==> config.mk <==
export PLATFORM = sky130hd
export DESIGN_NAME = enc_code_logger
export DESIGN_NICKNAME = d
export VERILOG_FILES = /design/src/rtl/enc_log_pkg.sv /design/src/rtl/enc_log_fifo.sv /design/src/rtl/enc_code_logger.sv
export SDC_FILE = /design/constraint.sdc
export NUM_CORES = 1
export LEC_CHECK = 0
export BUFFER_PORTS_ARGS = -buffer_cell sky130_fd_sc_hd__buf_2
export CORE_AREA = 2 2 54 107
export CTS_CLUSTER_DIAMETER = 80
export DETAILED_ROUTE_END_ITERATION = 6
export DIE_AREA = 0 0 56 109
export PLACE_DENSITY = 0.7
export SYNTH_ARGS = -nofsm -noshare
export SYNTH_HDL_FRONTEND = slang
export SYNTH_HIERARCHICAL = 1
export SYNTH_SLANG_ARGS = --single-unit
==> constraint.sdc <==
create_clock -name clk -period 2.6 [get_ports clk]
set_input_delay 0.13 -clock clk [delete_from_list [all_inputs] [get_ports clk]]
set_output_delay 0.13 -clock clk [all_outputs]
set_load 0.02 [all_outputs]
==> src/rtl/enc_log_pkg.sv <==
// Shared types and defaults for the encoder code logger.
package enc_log_pkg;

    typedef logic [1:0] code_t;

    localparam int DEPTH_DEF = 4;
    localparam int CNT_W_DEF = 8;

    localparam logic [CNT_W_DEF-1:0] CNT_MAX = '1;

endpackage

==> src/rtl/enc_log_fifo.sv <==
// Small code FIFO with occupancy count and drop-on-full indication.
module enc_log_fifo
    import enc_log_pkg::*;
#(
    parameter int DEPTH = DEPTH_DEF
) (
    input  logic                     clk,
    input  logic                     rst,
    input  logic                     push,
    input  code_t                    din,
    input  logic                     ready,
    output code_t                    dout,
    output logic                     valid,
    output logic [$clog2(DEPTH):0]   level,
    output logic                     drop
);

    localparam int AW = $clog2(DEPTH);
    localparam int LW = AW + 1;

    code_t          mem [DEPTH];
    logic [AW-1:0]  wr_ptr;
    logic [AW-1:0]  rd_ptr;
    logic [LW-1:0]  cnt;
    logic           full;
    logic           pop;
    logic           wr;

    assign full  = (cnt == LW'(DEPTH));
    assign valid = (cnt != '0);
    assign pop   = valid & ready;
    // A full FIFO still accepts a push when the head leaves on the same edge.
    assign wr    = push & (~full | pop);
    assign drop  = push & full & ~pop;
    assign level = cnt;
    assign dout  = valid ? mem[rd_ptr] : code_t'(2'b00);

    always_ff @(posedge clk) begin
        if (wr) begin
            mem[wr_ptr] <= din;
        end
    end

    always_ff @(posedge clk) begin
        if (rst) begin
            wr_ptr <= '0;
            rd_ptr <= '0;
            cnt    <= '0;
        end else begin
            if (wr) begin
                wr_ptr <= wr_ptr + AW'(1);
            end
            if (pop) begin
                rd_ptr <= rd_ptr + AW'(1);
            end
            case ({wr, pop})
                2'b10:   cnt <= cnt + LW'(1);
                2'b01:   cnt <= cnt - LW'(1);
                default: cnt <= cnt;
            endcase
        end
    end

endmodule

==> src/rtl/enc_code_logger.sv <==
// Captures encoder code changes into a FIFO and keeps per-code hit counters.
module enc_code_logger
    import enc_log_pkg::*;
#(
    parameter int DEPTH = DEPTH_DEF,
    parameter int CNT_W = CNT_W_DEF
) (
    input  logic                     clk,
    input  logic                     rst,
    input  logic                     a,
    input  logic                     b,
    input  logic                     in_valid,
    output logic [1:0]               out_code,
    output logic                     out_valid,
    input  logic                     out_ready,
    output logic [$clog2(DEPTH):0]   level,
    output logic                     overflow,
    input  logic [1:0]               count_sel,
    output logic [CNT_W-1:0]         count_val
);

    localparam logic [CNT_W-1:0] MAX = '1;

    code_t              code;
    code_t              last_code;
    logic               last_valid;
    logic               capture;
    logic               drop;
    logic [CNT_W-1:0]   cnt [4];

    assign code    = {a, b};
    assign capture = in_valid & (~last_valid | (code != last_code));

    always_ff @(posedge clk) begin
        if (rst) begin
            last_valid <= 1'b0;
            last_code  <= '0;
        end else begin
            last_valid <= in_valid;
            if (in_valid) begin
                last_code <= code;
            end
        end
    end

    enc_log_fifo #(
        .DEPTH (DEPTH)
    ) u_fifo (
        .clk   (clk),
        .rst   (rst),
        .push  (capture),
        .din   (code),
        .ready (out_ready),
        .dout  (out_code),
        .valid (out_valid),
        .level (level),
        .drop  (drop)
    );

    always_ff @(posedge clk) begin
        if (rst) begin
            overflow <= 1'b0;
        end else if (drop) begin
            overflow <= 1'b1;
        end
    end

    // Dropped captures are still counted; counters stick at their maximum.
    always_ff @(posedge clk) begin
        if (rst) begin
            for (int i = 0; i < 4; i++) begin
                cnt[i] <= '0;
            end
        end else if (capture && cnt[code] != MAX) begin
            cnt[code] <= cnt[code] + CNT_W'(1);
        end
    end

    assign count_val = cnt[count_sel];

endmodule

# Word level (Yosys, flattened, before mapping)
# Memories as Yosys holds them, arrays and structs flattened. A register that Yosys moved wholly into a read port is not among the register bits.
# Cells that the tools add are included.
[totals]
register_bits = 11
ramBits = 40
input_bits = 8
memories = 2
[op_classes]
add_sub_neg = 5
n_eq_ne = 5
mux = 14
n_bitwise = 10
n_reduce_logical = 4
[mem_list]
columns = ["name", "depth", "word_bits", "rd", "rd_ports_with_merged_regs", "write_ports", "line", "text"]
rows = [
  ["cnt", 4, 8, 2, 0, 4, "enc_code_logger.sv:29", "logic [CNT_W-1:0] cnt [4];"],
  ["u_fifo.mem", 4, 2, 1, 1, 1, "enc_log_fifo.sv:21", "code_t mem [DEPTH];"],
]
[op_table]
columns = ["op", "n"]
rows = [
  ["$add A8 B1 Y8 const B", 1],
  ["$mux W1", 8],
  ["$mux W2", 4],
  ["$mux W8", 1],
  ["$ne A8 B8 Y1 const B", 1],
  ["$reduce_or A8 Y1", 1],
  ["$pmux W3 S2", 1],
  ["$and A1 B1 Y1", 5],
  ["$add A2 B1 Y2 const B", 2],
  ["$add A3 B1 Y3 const B", 1],
  ["$eq A3 B3 Y1 const B", 1],
  ["$not A1 Y1", 3],
  ["$reduce_bool A3 Y1", 1],
  ["$sub A3 B1 Y3 const B", 1],
  ["$eq A2 B1 Y1 const B", 1],
  ["$eq A2 B2 Y1 const B", 1],
  ["$ne A2 B2 Y1", 1],
  ["$or A1 B1 Y1", 2],
  ["$reduce_bool A2 Y1", 1],
  ["$logic_and A1 B1 Y1", 1],
]

# Logic depth before layout (Yosys ltp)
# Gate-level depths: netlist of the first run.
[depth]
word_depth = 9
ltp_mapped = 9
ltp_nobuf = 7

# Cells and area by module
# The synthesis of the first run kept the hierarchy.
[by_module_without_submodules]
columns = ["module", "instances", "cells_each", "area_per_inst_um2", "seq_area_each_um2"]
rows = [
  ["enc_code_logger", 1, 133, 1899.3, 1041.0],
  ["enc_log_fifo", 1, 69, 838.3, 420.4],
]

# Least setup slack after synthesis of the first run
# OpenSTA, ideal clock, no wires.
[synth_path]
kind = "flip-flop to flip-flop"
startpoint = "memory cnt[0][0] (netlist name)"
endpoint = "memory cnt[0][0] (netlist name), enable pin"
setup_time_ns = 0.387
t_arrival_ns = 2.253
required_time_ns = 2.213
path_slack_ns = -0.039
stages_incl_launch_ff = 6
synth_period_minus_slack_ns = 2.639
cell_sequence = "edfxtp_1 mux4_1 ha_1 nand4_1 o211ai_2 o31ai_1"
[synth_rtl]
columns = ["element", "line"]
rows = [
  ["start: declaration", "enc_code_logger.sv:29"],
]

==> impl_results.md, run 1 <==
* Max H-tree Level at 2
* R2R cell count at 6
* RSZ-0062 raised after global routing: no
* Post-Syn Area per Cell at 13.6 um2
* Critical register-to-register path startpoint: cnt[0][0]
* Hold EP: last_code[1]
* Leak at 1.11 nW
* Crit path launch type: flip-flop
* Initial Utilization at 0.514
* Final setup violation count at 0
* Hold path cells at 3
* Die area at 6100 um2
* Postcts setup bufs at 0
* Clock Skews at 0.0110 ns
* Total number of vias at 1775
* Fillers at 448
* Pwr Total at 0.00189 W
* Pre-antenna DRT Iters at 4
* Max-slew headroom at 0.643
* DR WL/cell at 17.8 um
* Synth area leaders: edfxtp_1 44%, mux4_2 13%, dfxtp_1 9.5%
* Non-filler cells, final at 293
* Crit path kind: reg -> reg
* Synth cell types at 48
* CTS resizes at 0
* Clock edge transition at the registers on the reported setup and hold paths at 0.09 ns
* TritonCTS Buffers at 5
* Core Area at 5330 um2
* Drt initial violations at 64
* Initial antenna violation count at 0
* Critical path capture point type: flip-flop
* Synth warn at 6
* Gp weighted congestion at 0.811
* Total congestion overflow at 0
* Worst skew pair latency at 0.31 ns
* Slowest cell on the critical path: mux4_1
* Synth Cell Area at 2740 um2
* Hold buffer count at cts at 0
* Die Y at 109 um
* Io pins at 23
* Reg2reg setup slack at 0.29 ns
* Ant diodes at 0
* CP Max Fanout at 6
* Hold Vio Cnt, Final at 0
* DP Cell Count at 285
* Most frequent cell after synthesis: edfxtp_1
* Instance count of the mapped netlist at 202
* TritonCTS clock tree: built
* CTS Buffer Depth at 2
* Layout cells sized above 1 at 0.305
* Setup TNS at 0 ns
* WL final at 5230 um
* Data required, critical path at 2.62 ns
* Vias per cell at 6.06
* Die Wd at 56 um
* Buffers added on ports at 22
* Sequential element share of the synthesized area at 0.534
* Post-synth EDFFs at 40
* Routed Antenna Nets at 0
* Crit-path leading delay family: multiplexers
* Final period util at 0.888
* Total number of cells along the worst setup path at 6
* HP Start: in_valid
* IR Drop Worst-Case VDD at 0.448 mV
* P per Cell Area at 620 nW/um2
* Buf+Inv Stages, Crit Path at 1
* Site Rows at 38
* Nets@finish at 246
* Ys async rst share at 0
* Worst-margin pin slew at 0.531 ns
* Root Driver: clkbuf_8
* Reg2Reg Capture Point: cnt[0][6]
* Crit path largest cell delay at 0.59 ns
* Largest net degree at the start of global routing at 19
* Top FF cell, synth: edfxtp_1
* Yosys reg bits at 53
* Worst min path class: in -> reg
* Hold_ws at 0.112 ns
* Worst-path cell chain: mux4_1 -> ha_1 -> nand4_1 -> o211ai_2 -> o31ai_2 -> buf_4
* Mapped Nets at 216
* Synth top cells by count: 40 x edfxtp_1, 26 x nor2_1, 16 x mux4_2, 13 x dfxtp_1
* Syn-to-layout area delta at 11.2%
* Max Clock Freq at 433 MHz
* First-pass GRT wire length at 8400 um
* Maxcap violations at 0
* Final Max Tran Viols at 0
* Hpwl dp at 3870 um
* Vias in the first global route at 1758
* Status: finished, final reports clean
* Remaining DRCs at 0
* Clk sinks at 53
* Cell taking the most area after synthesis: edfxtp_1
* Yosys top cell area share at 0.439
* Post-layout min period at 2.31 ns
* CP arrival at 2.33 ns
* Tot GR Track Use at 0.184
==> worst register-to-register path: cells and delay by family, from the launching register on <==
family,cells,cell delay (ns)
compound gates,2,0.36
buf+inv,1,0.21
fa+ha+maj,1,0.27
simple gates,1,0.17
flops,1,0.41
mux,1,0.59
==> cell families (layout without fill, tap and decap cells) <==
family	after synthesis	in the layout	synth area share
adders and majority gates	6	6	0.0302
muxes	22	22	0.167
buffers and inverters	18	49	0.0292
AOI/OAI and AO/OA	29	29	0.0791
xor gates and xnor gates	10	10	0.0320
and+or+nand+nor	64	64	0.128
DFF	53	53	0.534
==> layout make-up <==
| cell class | count | area, um2 | share of cell area |
|---|---|---|---|
| Clock buffer | 5 | 68.8 | 0.0226 |
| Clock inverter | 3 | 17.5 | 0.00576 |
| Inverter | 9 | 33.8 | 0.0111 |
| Multi-Input combinational cell | 131 | 1200 | 0.395 |
| Sequential cell | 53 | 1460 | 0.480 |
| Tap cell | 60 | 75.1 | 0.0247 |
| Timing Repair Buffer | 32 | 185 | 0.0609 |
==> sequential cells by signal, indices dropped and copies added, names as in the netlist, named ones only <==
| register | flops |
|---|---|
| u_fifo/rd_ptr | 2 |
| u_fifo/level | 3 |
| overflow | 1 |
| last_code | 2 |
| cnt | 32 |
| last_valid | 1 |
| u_fifo/mem | 8 |
| u_fifo/wr_ptr | 2 |
==> power breakdown <==
part / leakage [nW] / total (W) / switching, W / internal [W]
Combinational: 0.557 / 0.000414 / 0.000239 / 0.000175
Clock: 0.0439 / 0.000445 / 0.000259 / 0.000186
Sequential: 0.513 / 0.00103 / 0.0000490 / 0.000978
Total: 1.11 / 0.00189 / 0.000546 / 0.00134
==> cells in the final DEF (no fill, tap or decap), types with 3 or more instances in the layout <==
cell,synthesis,layout
edfxtp_1,40,40
nor2_1,26,26
buf_2,1,22
mux4_2,16,16
dfxtp_1,13,13
buf_4,1,10
inv_1,9,9
a21oi_1,9,9
nand2_1,6,6
and2_1,6,6
xnor2_1,5,5
xor2_1,5,5
nor4_1,5,5
ha_1,5,5
clkbuf_8,0,5
nand3_1,4,4
mux2i_1,3,3
nand2b_1,3,3
==> worst max-delay path by stage <==
stage | from | endpoint
3_5_place_dp | b | cnt[0][7]
2_1_floorplan | cnt[0][0] | cnt[0][0]
4_1_cts | cnt[0][0] | cnt[0][7]
3_3_place_gp | a | cnt[0][7]
6_report | cnt[0][0] | cnt[0][6]
5_1_grt | cnt[0][0] | cnt[0][6]
==> metal layers <==
| layer | vias up | global-route usage | share of wire |
|---|---|---|---|
| li1 | 840 | - | - |
| met1 | 877 | 0.229 | 0.40 |
| met2 | 47 | 0.308 | 0.53 |
| met3 | 11 | 0.0308 | 0.042 |
| met4 | 0 | 0.0935 | 0.028 |
| met5 | - | 0 | 0 |
==> through the flow <==
step,utilization,setup slack [ns],instance area (um2)
after floorplan,-,0.201,2740
after global placement,0.555,0.292,2960
after detailed placement,0.555,0.287,2960
after CTS,0.571,0.291,3040
after global routing,0.571,0.129,3040
final,0.571,0.291,3040
(Power assumes the default switching activity.)
==> run 2, diff against run 1 <==
==> constraint.sdc (replaced) <==
create_clock -name clk -period 2 [get_ports clk]
set_input_delay 0.1 -clock clk [delete_from_list [all_inputs] [get_ports clk]]
set_output_delay 0.1 -clock clk [all_outputs]
set_load 0.02 [all_outputs]
==> run 2 against run 1 <==
Net effect: the run now ends with setup timing left; hold slack got worse by 0.087 ns; maximum frequency rose by 8.1%; global-route usage rose by 2.3 points.
==> impl_results.md, run 2 (synthesis gave the netlist of run 1 again) <==
* Status: finished with violations
* Failing checks: setup timing
* DR WL/cell at 18.8 um (+5.2%)
* Layout cells sized above 1 at 0.486 (+0.182)
* Reg2Reg Capture Point: cnt[0][1]
* Vias per cell at 5.97 (-1.5%)
* IR Drop Worst-Case VDD at 0.626 mV (+40%)
* Crit path launch type: flip-flop
* Reg power frac at 0.487 (-0.058)
* P per Cell Area at 788 nW/um2 (+27%)
* Hold EP: u_fifo/wr_ptr[0]
* Pwr Total at 0.00273 W (+45%)
* Leak at 1.28 nW (+15%)
* CP arrival at 2.16 ns (-0.17 ns)
* WL final at 5990 um (+15%)
* Syn-to-layout area delta at 26.7%
* Reg2reg setup slack at -0.14 ns (-0.43 ns)
* Die area at 6100 um2 (unchanged)
* Root Driver: clkbuf_8
* CP Max Fanout at 3 (-3)
* Max Clock Freq at 468 MHz (+8.1%)
* Gp weighted congestion at 0.876 (+8.0%)
* Worst skew pair latency at 0.30 ns (about the same)
* Die Wd at 56 um (unchanged)
* Setup TNS at -2.88 ns (-2.88 ns)
* Routed Antenna Nets at 0 (unchanged)
* Hold Vio Cnt, Final at 0 (unchanged)
* Critical path launch point: cnt[0][0]
* Nets@finish at 272 (+11%)
* Post-layout min period at 2.14 ns (-0.173 ns)
* Clock Skews at 0.00844 ns (-0.00253 ns)
* Hold path cells at 2 (-1)
* Maxcap violations at 0 (unchanged)
* Io pins at 23 (unchanged)
* Total number of vias at 1903 (+7.2%)
* Die Y at 109 um (unchanged)
* HP Start: rst
* Final period util at 1.07 (+0.180)
* Largest net degree at the start of global routing at 17 (-2)
* Tot GR Track Use at 0.207 (+0.0234)
* Final Max Tran Viols at 0 (unchanged)
* Logic pwr share at 0.241 (+0.021)
* Crit path kind: reg -> reg
* Hpwl dp at 4260 um (+10%)
* Ant diodes at 0 (unchanged)
* Commonest non-fill, non-tap cells in the layout: 40 x edfxtp_1, 29 x buf_4, 22 x buf_2, 20 x nor2_1, 17 x mux4_2
* Max reg flops at 32 (unchanged)
* Max H-tree Level at 2 (unchanged)
* Initial Utilization at 0.514 (unchanged)
* P_sw at 0.000760 W (+39%)
* TritonCTS clock tree: built
* Critical path capture point type: flip-flop
* Hold buffer count at cts at 0 (unchanged)
* Site Rows at 38 (unchanged)
* Internal at 0.00197 W (+47%)
* First-pass GRT wire length at 9710 um (+16%)
* Pre-antenna DRT Iters at 4 (unchanged)
* Clk sinks at 53 (unchanged)
* Max-slew headroom at 0.731 (+0.0879)
* Worst min path class: in -> reg
* Drt initial violations at 86 (+34%)
* Vias in the first global route at 1929 (+9.7%)
* Data required, critical path at 2.03 ns (-0.59 ns)
* Switch share at 0.278 (-0.0117)
* Total congestion overflow at 0 (unchanged)
* Worst-margin pin slew at 0.401 ns (-0.130 ns)
* Biggest register: cnt
* TritonCTS Buffers at 5 (unchanged)
* Part of the power in the clock network at 0.272 (+0.036)
* R2R cell count at 6 (unchanged)
* CTS Buffer Depth at 2 (unchanged)
* Remaining DRCs at 0 (unchanged)
* Final setup margin at -0.137 ns (-0.427 ns)
* Buffers added on ports at 22 (unchanged)
* Clock edge transition at the registers on the reported setup and hold paths at 0.09 ns (about the same)
* Initial antenna violation count at 0 (unchanged)
* Pre-CTS WS at -0.213 ns (-0.499 ns)
* Final setup violation count at 42 (+42)
* Commonest non-fill, non-tap cell in the layout: edfxtp_1
* Core Area at 5330 um2 (unchanged)
* Critical register-to-register path startpoint: cnt[0][0]
* RSZ-0062 raised after global routing: yes
-- run 2: worst max path at each step --
stage,endpoint,slack (ns),cells after the start
finish,cnt[0][1],-0.14,6
CTS,cnt[0][1],-0.10,6
global placement,cnt[0][6],-0.16,7
detailed placement,cnt[0][6],-0.21,7
global route,cnt[0][1],-0.20,6
floorplan,cnt[0][0],-0.16,5
-- run 2: worst max-delay path: stages, from the launching register on --
cell and delay (ns):
edfxtp_1 0.43, mux4_2 0.52, ha_4 0.19, nand4_1 0.18, o211ai_4 0.11, o31ai_4 0.26
buf_4 0.18
-- run 2: layer usage --
metal | up-vias | GRT usage | wire length, um
met5 | - | 0 | 0
met4 | 0 | 0.0357 | 55
met3 | 5 | 0.0332 | 262
met2 | 50 | 0.376 | 3340
met1 | 964 | 0.264 | 2330
li1 | 884 | - | -
-- run 2: per-stage QoR --
step | hold WS (ns) | util | instances | instance area (um2)
2_1_floorplan | 0.167 | - | 202 | 2800
3_3_place_gp | 0.335 | 0.605 | 310 | 3220
3_5_place_dp | 0.332 | 0.605 | 310 | 3220
4_1_cts | 0.0117 | 0.637 | 319 | 3390
5_1_grt | 0.0302 | 0.651 | 319 | 3470
6_report | 0.0244 | 0.651 | 319 | 3470
-- run 2: cell type report --
cell class	instances	area [um2]
Timing Repair Buffer	58	424
Fill cell	405	1860
Clock buffer	6	82.6
Sequential cell	53	1460
Inverter	9	33.8
Clock inverter	2	37.5
Tap cell	60	75.1
Multi-Input combinational cell	131	1350
-- run 2: power by group through the flow --
stage / registers [W] / logic (W) / clock network (W)
6_report: 0.00133 / 0.000659 / 0.000744
3_5_place_dp: 0.00136 / 0.000626 / 0
4_1_cts: 0.00133 / 0.000642 / 0.000753
2_1_floorplan: 0.00136 / 0.000398 / 0
5_1_grt: 0.00135 / 0.000714 / 0.000802
3_3_place_gp: 0.00135 / 0.000608 / 0
-- run 2: what timing repair did --
action	CTS	global route
endpoints found under the setup margin	47	60
pin swaps	2	1
buffers inserted	1	0
gates resized for setup	9	21
